[src/rtl/trap_pkg.sv]
// trap_pkg: shared state encoding, cause width and cause codes for the trap entry sequencer.
package trap_pkg;

    localparam int TRAP_REASON_W = 4;

    typedef enum logic [1:0] {
        ST_IDLE   = 2'd0,
        ST_DRAIN  = 2'd1,
        ST_SAVE   = 2'd2,
        ST_VECTOR = 2'd3
    } trap_state_t;

    localparam logic [TRAP_REASON_W-1:0] RSN_MISALIGN  = 4'h0;
    localparam logic [TRAP_REASON_W-1:0] RSN_FETCH_ERR = 4'h1;
    localparam logic [TRAP_REASON_W-1:0] RSN_ILLEGAL   = 4'h2;
    localparam logic [TRAP_REASON_W-1:0] RSN_BREAK     = 4'h3;
    localparam logic [TRAP_REASON_W-1:0] RSN_LOAD_ERR  = 4'h4;
    localparam logic [TRAP_REASON_W-1:0] RSN_STORE_ERR = 4'h5;
    localparam logic [TRAP_REASON_W-1:0] RSN_ECALL     = 4'h8;
    localparam logic [TRAP_REASON_W-1:0] RSN_TIMER_IRQ = 4'hB;
    localparam logic [TRAP_REASON_W-1:0] RSN_EXT_IRQ   = 4'hF;

    // Each vector slot is 16 bytes; the sum wraps modulo 2^32.
    function automatic logic [31:0] vec_target(input logic [31:0] base,
                                               input logic [TRAP_REASON_W-1:0] cause);
        return base + {24'd0, cause, 4'b0000};
    endfunction

endpackage

[src/rtl/trap_drain_cnt.sv]
// trap_drain_cnt: counts DRAIN cycles from 0 after start and flags the final allowed cycle.
module trap_drain_cnt #(
    parameter int DRAIN_MAX = 16
) (
    input  logic       clk,
    input  logic       rst_n,
    input  logic       start,
    input  logic       stop,
    output logic       expired,
    output logic [7:0] count
);

    logic active;

    always_ff @(posedge clk or negedge rst_n) begin
        if (!rst_n) begin
            active <= 1'b0;
            count  <= 8'd0;
        end else if (start) begin
            active <= 1'b1;
            count  <= 8'd0;
        end else if (stop) begin
            active <= 1'b0;
            count  <= 8'd0;
        end else if (active) begin
            count  <= count + 8'd1;
        end
    end

    assign expired = active && (count == 8'(DRAIN_MAX - 1));

endmodule

[src/rtl/trap_entry_seq.sv]
// trap_entry_seq: trap entry sequencer (flush, drain, save EPC/cause, vector fetch).
// Define TRAP_NEST_EN to hold one trap arriving while busy and launch it straight after VECTOR.
module trap_entry_seq
    import trap_pkg::*;
#(
    parameter logic [31:0] VEC_BASE  = 32'h0000_0080,
    parameter int          DRAIN_MAX = 16
) (
    input  logic                     clk,
    input  logic                     rst_n,
    input  logic                     trap_req,
    input  logic [TRAP_REASON_W-1:0] trap_reason,
    input  logic [31:0]              pc_in,
    input  logic                     pipe_empty,
    input  logic                     fetch_ack,
    output logic                     pipe_flush,
    output logic                     save_we,
    output logic [31:0]              save_epc,
    output logic [TRAP_REASON_W-1:0] save_cause,
    output logic                     vec_valid,
    output logic [31:0]              vec_addr,
    output logic                     trap_busy,
    output logic                     drain_timeout,
    output logic                     trap_lost
);

    trap_state_t              state, state_d;
    logic [TRAP_REASON_W-1:0] cause_q;
    logic [31:0]              epc_q;
    logic [7:0]               drain_count;
    logic                     drain_exp;
    logic                     take_new;
    logic                     relaunch;
    logic                     drain_done;
    logic                     lost_ev;

    assign take_new   = (state == ST_IDLE) && trap_req;
    assign drain_done = (state == ST_DRAIN) && (pipe_empty || drain_exp);

`ifdef TRAP_NEST_EN
    logic                     pend_v;
    logic [TRAP_REASON_W-1:0] pend_cause;
    logic [31:0]              pend_pc;
    logic                     leave_vec;

    // A request arriving on the very edge that leaves VECTOR launches directly.
    assign leave_vec = (state == ST_VECTOR) && fetch_ack;
    assign relaunch  = leave_vec && (pend_v || trap_req);
    assign lost_ev   = trap_busy && trap_req && pend_v;

    always_ff @(posedge clk or negedge rst_n) begin
        if (!rst_n) begin
            pend_v     <= 1'b0;
            pend_cause <= '0;
            pend_pc    <= 32'd0;
        end else if (relaunch) begin
            pend_v     <= 1'b0;
        end else if (trap_busy && trap_req && !pend_v) begin
            pend_v     <= 1'b1;
            pend_cause <= trap_reason;
            pend_pc    <= pc_in;
        end
    end
`else
    assign relaunch = 1'b0;
    assign lost_ev  = trap_busy && trap_req;
`endif

    always_ff @(posedge clk or negedge rst_n) begin
        if (!rst_n) state <= ST_IDLE;
        else        state <= state_d;
    end

    always_comb begin
        state_d = state;
        unique case (state)
            ST_IDLE:   if (trap_req)   state_d = ST_DRAIN;
            ST_DRAIN:  if (drain_done) state_d = ST_SAVE;
            ST_SAVE:                   state_d = ST_VECTOR;
            ST_VECTOR: if (fetch_ack)  state_d = relaunch ? ST_DRAIN : ST_IDLE;
            default:                   state_d = ST_IDLE;
        endcase
    end

    always_ff @(posedge clk or negedge rst_n) begin
        if (!rst_n) begin
            cause_q <= '0;
            epc_q   <= 32'd0;
        end else if (take_new) begin
            cause_q <= trap_reason;
            epc_q   <= pc_in;
`ifdef TRAP_NEST_EN
        end else if (relaunch) begin
            cause_q <= pend_v ? pend_cause : trap_reason;
            epc_q   <= pend_v ? pend_pc : pc_in;
`endif
        end
    end

    always_ff @(posedge clk or negedge rst_n) begin
        if (!rst_n) begin
            drain_timeout <= 1'b0;
            trap_lost     <= 1'b0;
        end else begin
            if ((state == ST_DRAIN) && drain_exp && !pipe_empty) drain_timeout <= 1'b1;
            if (lost_ev) trap_lost <= 1'b1;
        end
    end

    trap_drain_cnt #(
        .DRAIN_MAX(DRAIN_MAX)
    ) u_drain_cnt (
        .clk    (clk),
        .rst_n  (rst_n),
        .start  (take_new || relaunch),
        .stop   (drain_done),
        .expired(drain_exp),
        .count  (drain_count)
    );

    assign pipe_flush = (state == ST_DRAIN) && (drain_count == 8'd0);
    assign save_we    = (state == ST_SAVE);
    assign vec_valid  = (state == ST_VECTOR);
    assign trap_busy  = (state != ST_IDLE);
    assign save_epc   = epc_q;
    assign save_cause = cause_q;
    assign vec_addr   = vec_target(VEC_BASE, cause_q);

endmodule

[config.mk]
export PLATFORM = sky130hd
export DESIGN_NAME = trap_entry_seq
export DESIGN_NICKNAME = d
export VERILOG_FILES = /design/src/rtl/trap_pkg.sv /design/src/rtl/trap_drain_cnt.sv /design/src/rtl/trap_entry_seq.sv
export SDC_FILE = /design/constraint.sdc
export NUM_CORES = 1
export LEC_CHECK = 0
export ABC_AREA = 1
export BUFFER_PORTS_ARGS = -buffer_cell sky130_fd_sc_hd__clkbuf_2
export CAP_MARGIN = 10
export CORE_UTILIZATION = 46
export CTS_CLUSTER_SIZE = 14
export DETAILED_ROUTE_END_ITERATION = 16
export PLACE_DENSITY = 0.83
export SKIP_LAST_GASP = 1
export SLEW_MARGIN = 10
export SYNTH_ARGS = -nofsm -noshare
export SYNTH_HDL_FRONTEND = slang
export SYNTH_SLANG_ARGS = --single-unit
[constraint.sdc]
create_clock -name clk -period 1.8 [get_ports clk]
set_input_delay 0.27 -clock clk [delete_from_list [all_inputs] [get_ports clk]]
set_output_delay 0.27 -clock clk [all_outputs]
set_load 0.005 [all_outputs]
==> results by stage <==
Routing:
- For this run, the detailed router's first-pass iteration total came to 4.
- The routed design has 4680 um of wire.
- After detailed routing, the number of remaining DRC violations is 0.
- In the routed layout, each cell is associated on average with a via count of 4.45.
- The detailed-route wire length per cell is 10.9 um.
- The initial DRC count is 31.
- The remaining antenna violation count is 0.
- Summing over every cut layer, the via total after detailed routing is 1908.

Min path:
- The min-delay analysis places its worst path in the category in -> reg.

Timing:
- The count of final setup violators is 0.
- The max-slew violation count was 0.
- Headroom to the max-slew limit came out at 0.661.
- The minimum hold slack is 0.148 ns.
- The share of the cycle needed by the critical path after routing is 0.983.
- After layout, the minimum clock period comes to 1.77 ns.
- The maximum achievable frequency is 565 MHz.
- The slew of the pin with the lowest slew margin is 0.509 ns.
- Setup repair after global routing could not meet its margin everywhere.
- The number of hold violations in the final report came to 0.
- The worst clock skew is 0.00513 ns.

Die:
- In this run the count of I/O pins placed on the die edge is 115.
- The initialized floorplan defines 25 standard-cell rows.
- The die is 73.6 um tall.
- For this configuration, the core starts out at a cell density of 0.490.
- The die covers 5420 sq um.
- The core region area is 4820 sq um.
- The overall die width is 73.6 um.

Critical path:
- The largest single stage delay on the critical path is 0.42 ns.
- STA classifies the critical path endpoint as an output pin.
- The startpoint identified for the worst register-to-register timing path is state[0].
- Counting both buffers and inverters, the worst setup path holds a total of 3.
- Traced cell by cell, the critical path runs through inv_1 > nand2_1 > nor2_2 > inv_1 > nor4b_2 > clkbuf_2.
- The largest delay contributor family on the critical path is simple AND/OR/NAND/NOR gates.
- The startpoint type of the worst setup path is a flip-flop.
- The path type of the worst setup path is reg -> out.
- The endpoint identified for the worst register-to-register timing path is save_cause[3].
- The critical path data required time is 1.53 ns.
- The depth of the critical timing path with buffers and inverters included is 6.
- Of all nets on the critical path, the largest fanout is 4.
- Counting stages on the worst path, the most repeated cell is sky130_fd_sc_hd__inv_1.
- The worst register-to-register path has a depth of 7.
- For flop-to-flop paths, the worst setup slack is 0.31 ns.
- For this design, the slowest cell found on the critical path is sky130_fd_sc_hd__dfrtp_1.
- Data arrives at the worst endpoint at 1.50 ns.
- The most critical setup path has its endpoint at pipe_flush.
- In this run the worst setup path begins at u_drain_cnt.count[5].

CTS:
- The number of clock buffers added by TritonCTS is 5.
- Clock tree synthesis found a total of 49 sinks.
- TritonCTS built the clock tree.
- The tree is rooted in a sky130_fd_sc_hd__clkbuf_8.
- At the later pin of the worst-skew pair, clock insertion delay measures 0.31 ns.
- The longest clock path from root to sink contains 2 buffers.
- The maximum level of the CTS H-tree is 2.
- The clock-pin slew on the worst setup and hold paths is 0.09 ns.

Logic synthesis:
- The fraction of post-synthesis cell area in the top cell type by area is 0.520.
- In the synthesized netlist, the cells that appear most often are sky130_fd_sc_hd__nand2_1 (122), sky130_fd_sc_hd__dfrtp_1 (49), sky130_fd_sc_hd__buf_4 (31), sky130_fd_sc_hd__inv_1 (16), sky130_fd_sc_hd__nor2_1 (8).
- After synthesis, the cell types taking the most area are sky130_fd_sc_hd__dfrtp_1 (52%), sky130_fd_sc_hd__nand2_1 (19%), sky130_fd_sc_hd__buf_4 (9.9%), sky130_fd_sc_hd__ha_1 (3.7%), sky130_fd_sc_hd__inv_1 (2.5%).
- For this run, the register share of the synthesized area comes to 0.520.
- In the synthesized netlist the async set-or-reset flop fraction comes to 1.00.
- The average instance in the mapped netlist occupies 8.67 sq um.
- The dominant synthesized flop cell is sky130_fd_sc_hd__dfrtp_1.
- Yosys mapped a number of flops with a built-in enable equal to 0.
- The mapped netlist covers 2360 sq um.
- The synthesized design contains 49 register bits.
- The library cell with the highest instance count after synthesis is sky130_fd_sc_hd__nand2_1.
- The number of different library cells in the post-synthesis netlist is 27.
- The top cell type by total area after synthesis is sky130_fd_sc_hd__dfrtp_1.
- The count of yosys warnings during synthesis is 0.
- The gate count of the mapped netlist is 272.

Global routing:
- The initial antenna violation count is 0.
- The global-route total usage across every layer is 0.186.
- The global routing usage on met2 is 0.315.
- For this run, global-route usage on met3 was measured as 0.0453.
- The via count of the first global-routing pass is 1809.
- For this run, global-route usage on met1 was measured as 0.236.
- Entering global routing, the biggest net connects 34 pins.
- The residual overflow from global routing is 0.
- The first global-routing pass estimated 7620 um of wire.
- The routing layer with the top usage in global route is met2.

Run status:
- The flow ran to the end, and the final reports show no timing, DRC or antenna violations.

Pwr:
- For this design the ratio of total power to cell area is 1480 nW/um^2.
- The final total power is 4.30 mW.
- VDD sags by at most 0.790 mV.
- The leakage dissipation is 1.72 nW.

Final layout:
- The final-layout fill cell count is 425.
- The area taken by multi-input logic gates is 900 sq um.
- The sequential cell area in the final layout is 1230 sq um.
- In the final layout, the share of cells above drive strength 1 is 0.312.
- The count of antenna diodes in the layout is 0.
- Measured on the finished design, the core utilization comes to 0.601.
- The number of nets in the layout is 409.
- The area overhead of the layout relative to synthesis is 22.8%.

Placed design:
- The congestion estimate from routability-driven global placement came to 0.767.
- The HPWL reported at the end of detailed placement is 3560 um.
- During placement, the flow inserted port buffers numbering 87.

Run:
- The tool flagged a number of max-cap violations equal to 0.
flip-flops by register name, indices dropped and copies added, names as in the netlist:
signal	cells
state	2
drain_timeout	1
save_cause	4
save_epc	32
u_drain_cnt.active	1
u_drain_cnt.count	8
trap_lost	1
worst reg2reg max path, cell delays in order (launching register included):
cell and delay, ns:
sky130_fd_sc_hd__dfrtp_1 0.43, sky130_fd_sc_hd__inv_1 0.13, sky130_fd_sc_hd__ha_1 0.19, sky130_fd_sc_hd__nand2_2 0.07
sky130_fd_sc_hd__inv_1 0.22, sky130_fd_sc_hd__buf_12 0.22, sky130_fd_sc_hd__nand2_1 0.08, sky130_fd_sc_hd__o21ai_0 0.07
placed cells by master, fill, tap and decap left out, drive strengths merged, types with 3 or more instances in the layout:
| cell | n |
|---|---|
| buf | 7 |
| clkbuf | 92 |
| conb | 27 |
| dfrtp | 49 |
| ha | 7 |
| inv | 18 |
| nand2 | 126 |
| nand3 | 6 |
| nand4 | 3 |
| nor2 | 9 |
| o21ai | 3 |
| xor2 | 5 |
cell type report:
type                       instances  area share
clock inverter                     3      0.0151
inverter                          17      0.0220
sequential                        49       0.423
multi-input combinational        193       0.311
timing repair buffer              95       0.176
tap                               67      0.0289
clock buffer                       5      0.0238
metal layers:
metal | wire length (um) | part of all wire
met5 | 0 | 0
met4 | 57 | 0.012
met3 | 261 | 0.056
met2 | 2240 | 0.48
met1 | 2120 | 0.45
kinds of logic after synthesis:
family | count (synthesis) | share of synthesized area
AOI/OAI and AO/OA | 8 | 0.0223
xor gates and xnor gates | 5 | 0.0186
adders and majority gates | 7 | 0.0371
buffers and inverters | 56 | 0.145
DFF | 49 | 0.520
other | 1 | 0.00159
and+or+nand+nor | 146 | 0.256
worst min-delay path by stage:
stage | to | cells past startpoint | startpoint | slack (ns)
after floorplan | drain_timeout | 0 | rst_n | -0.03
after global placement | save_epc[25] | 1 | rst_n | 0.27
after detailed placement | save_epc[25] | 1 | rst_n | 0.27
after CTS | save_epc[19] | 3 | pc_in[19] | 0.15
after global routing | save_epc[19] | 3 | pc_in[19] | 0.16
final | save_epc[15] | 3 | pc_in[15] | 0.15
metrics by stage:
stage | worst slack [ns] | TNS (ns) | cell area, sq um | cells
floorplan | 0.457 | 0 | 2460 | 298
global route | -0.0631 | -0.0631 | 2900 | 429
CTS | 0.00299 | 0 | 2880 | 428
global placement | 0.276 | 0 | 2760 | 419
finish | 0.0314 | 0 | 2900 | 429
detailed placement | 0.254 | 0 | 2760 | 419
where the power goes:
| part | internal, mW | leakage [nW] | switching (mW) |
|---|---|---|---|
| Combinational | 0.739 | 1.04 | 0.916 |
| Sequential | 1.55 | 0.617 | 0.305 |
| Clock | 0.417 | 0.0585 | 0.375 |
what timing repair did:
item | CTS | global route
buffers inserted | 0 | 1
hold buffers | 1 | 0
endpoints found under the hold margin | 18 | 0
setup endpoints to repair | 1 | 1
cloned | 0 | 0
pin swaps | 0 | 0
gates resized for setup | 1 | 2
(Power assumes the default switching activity.)
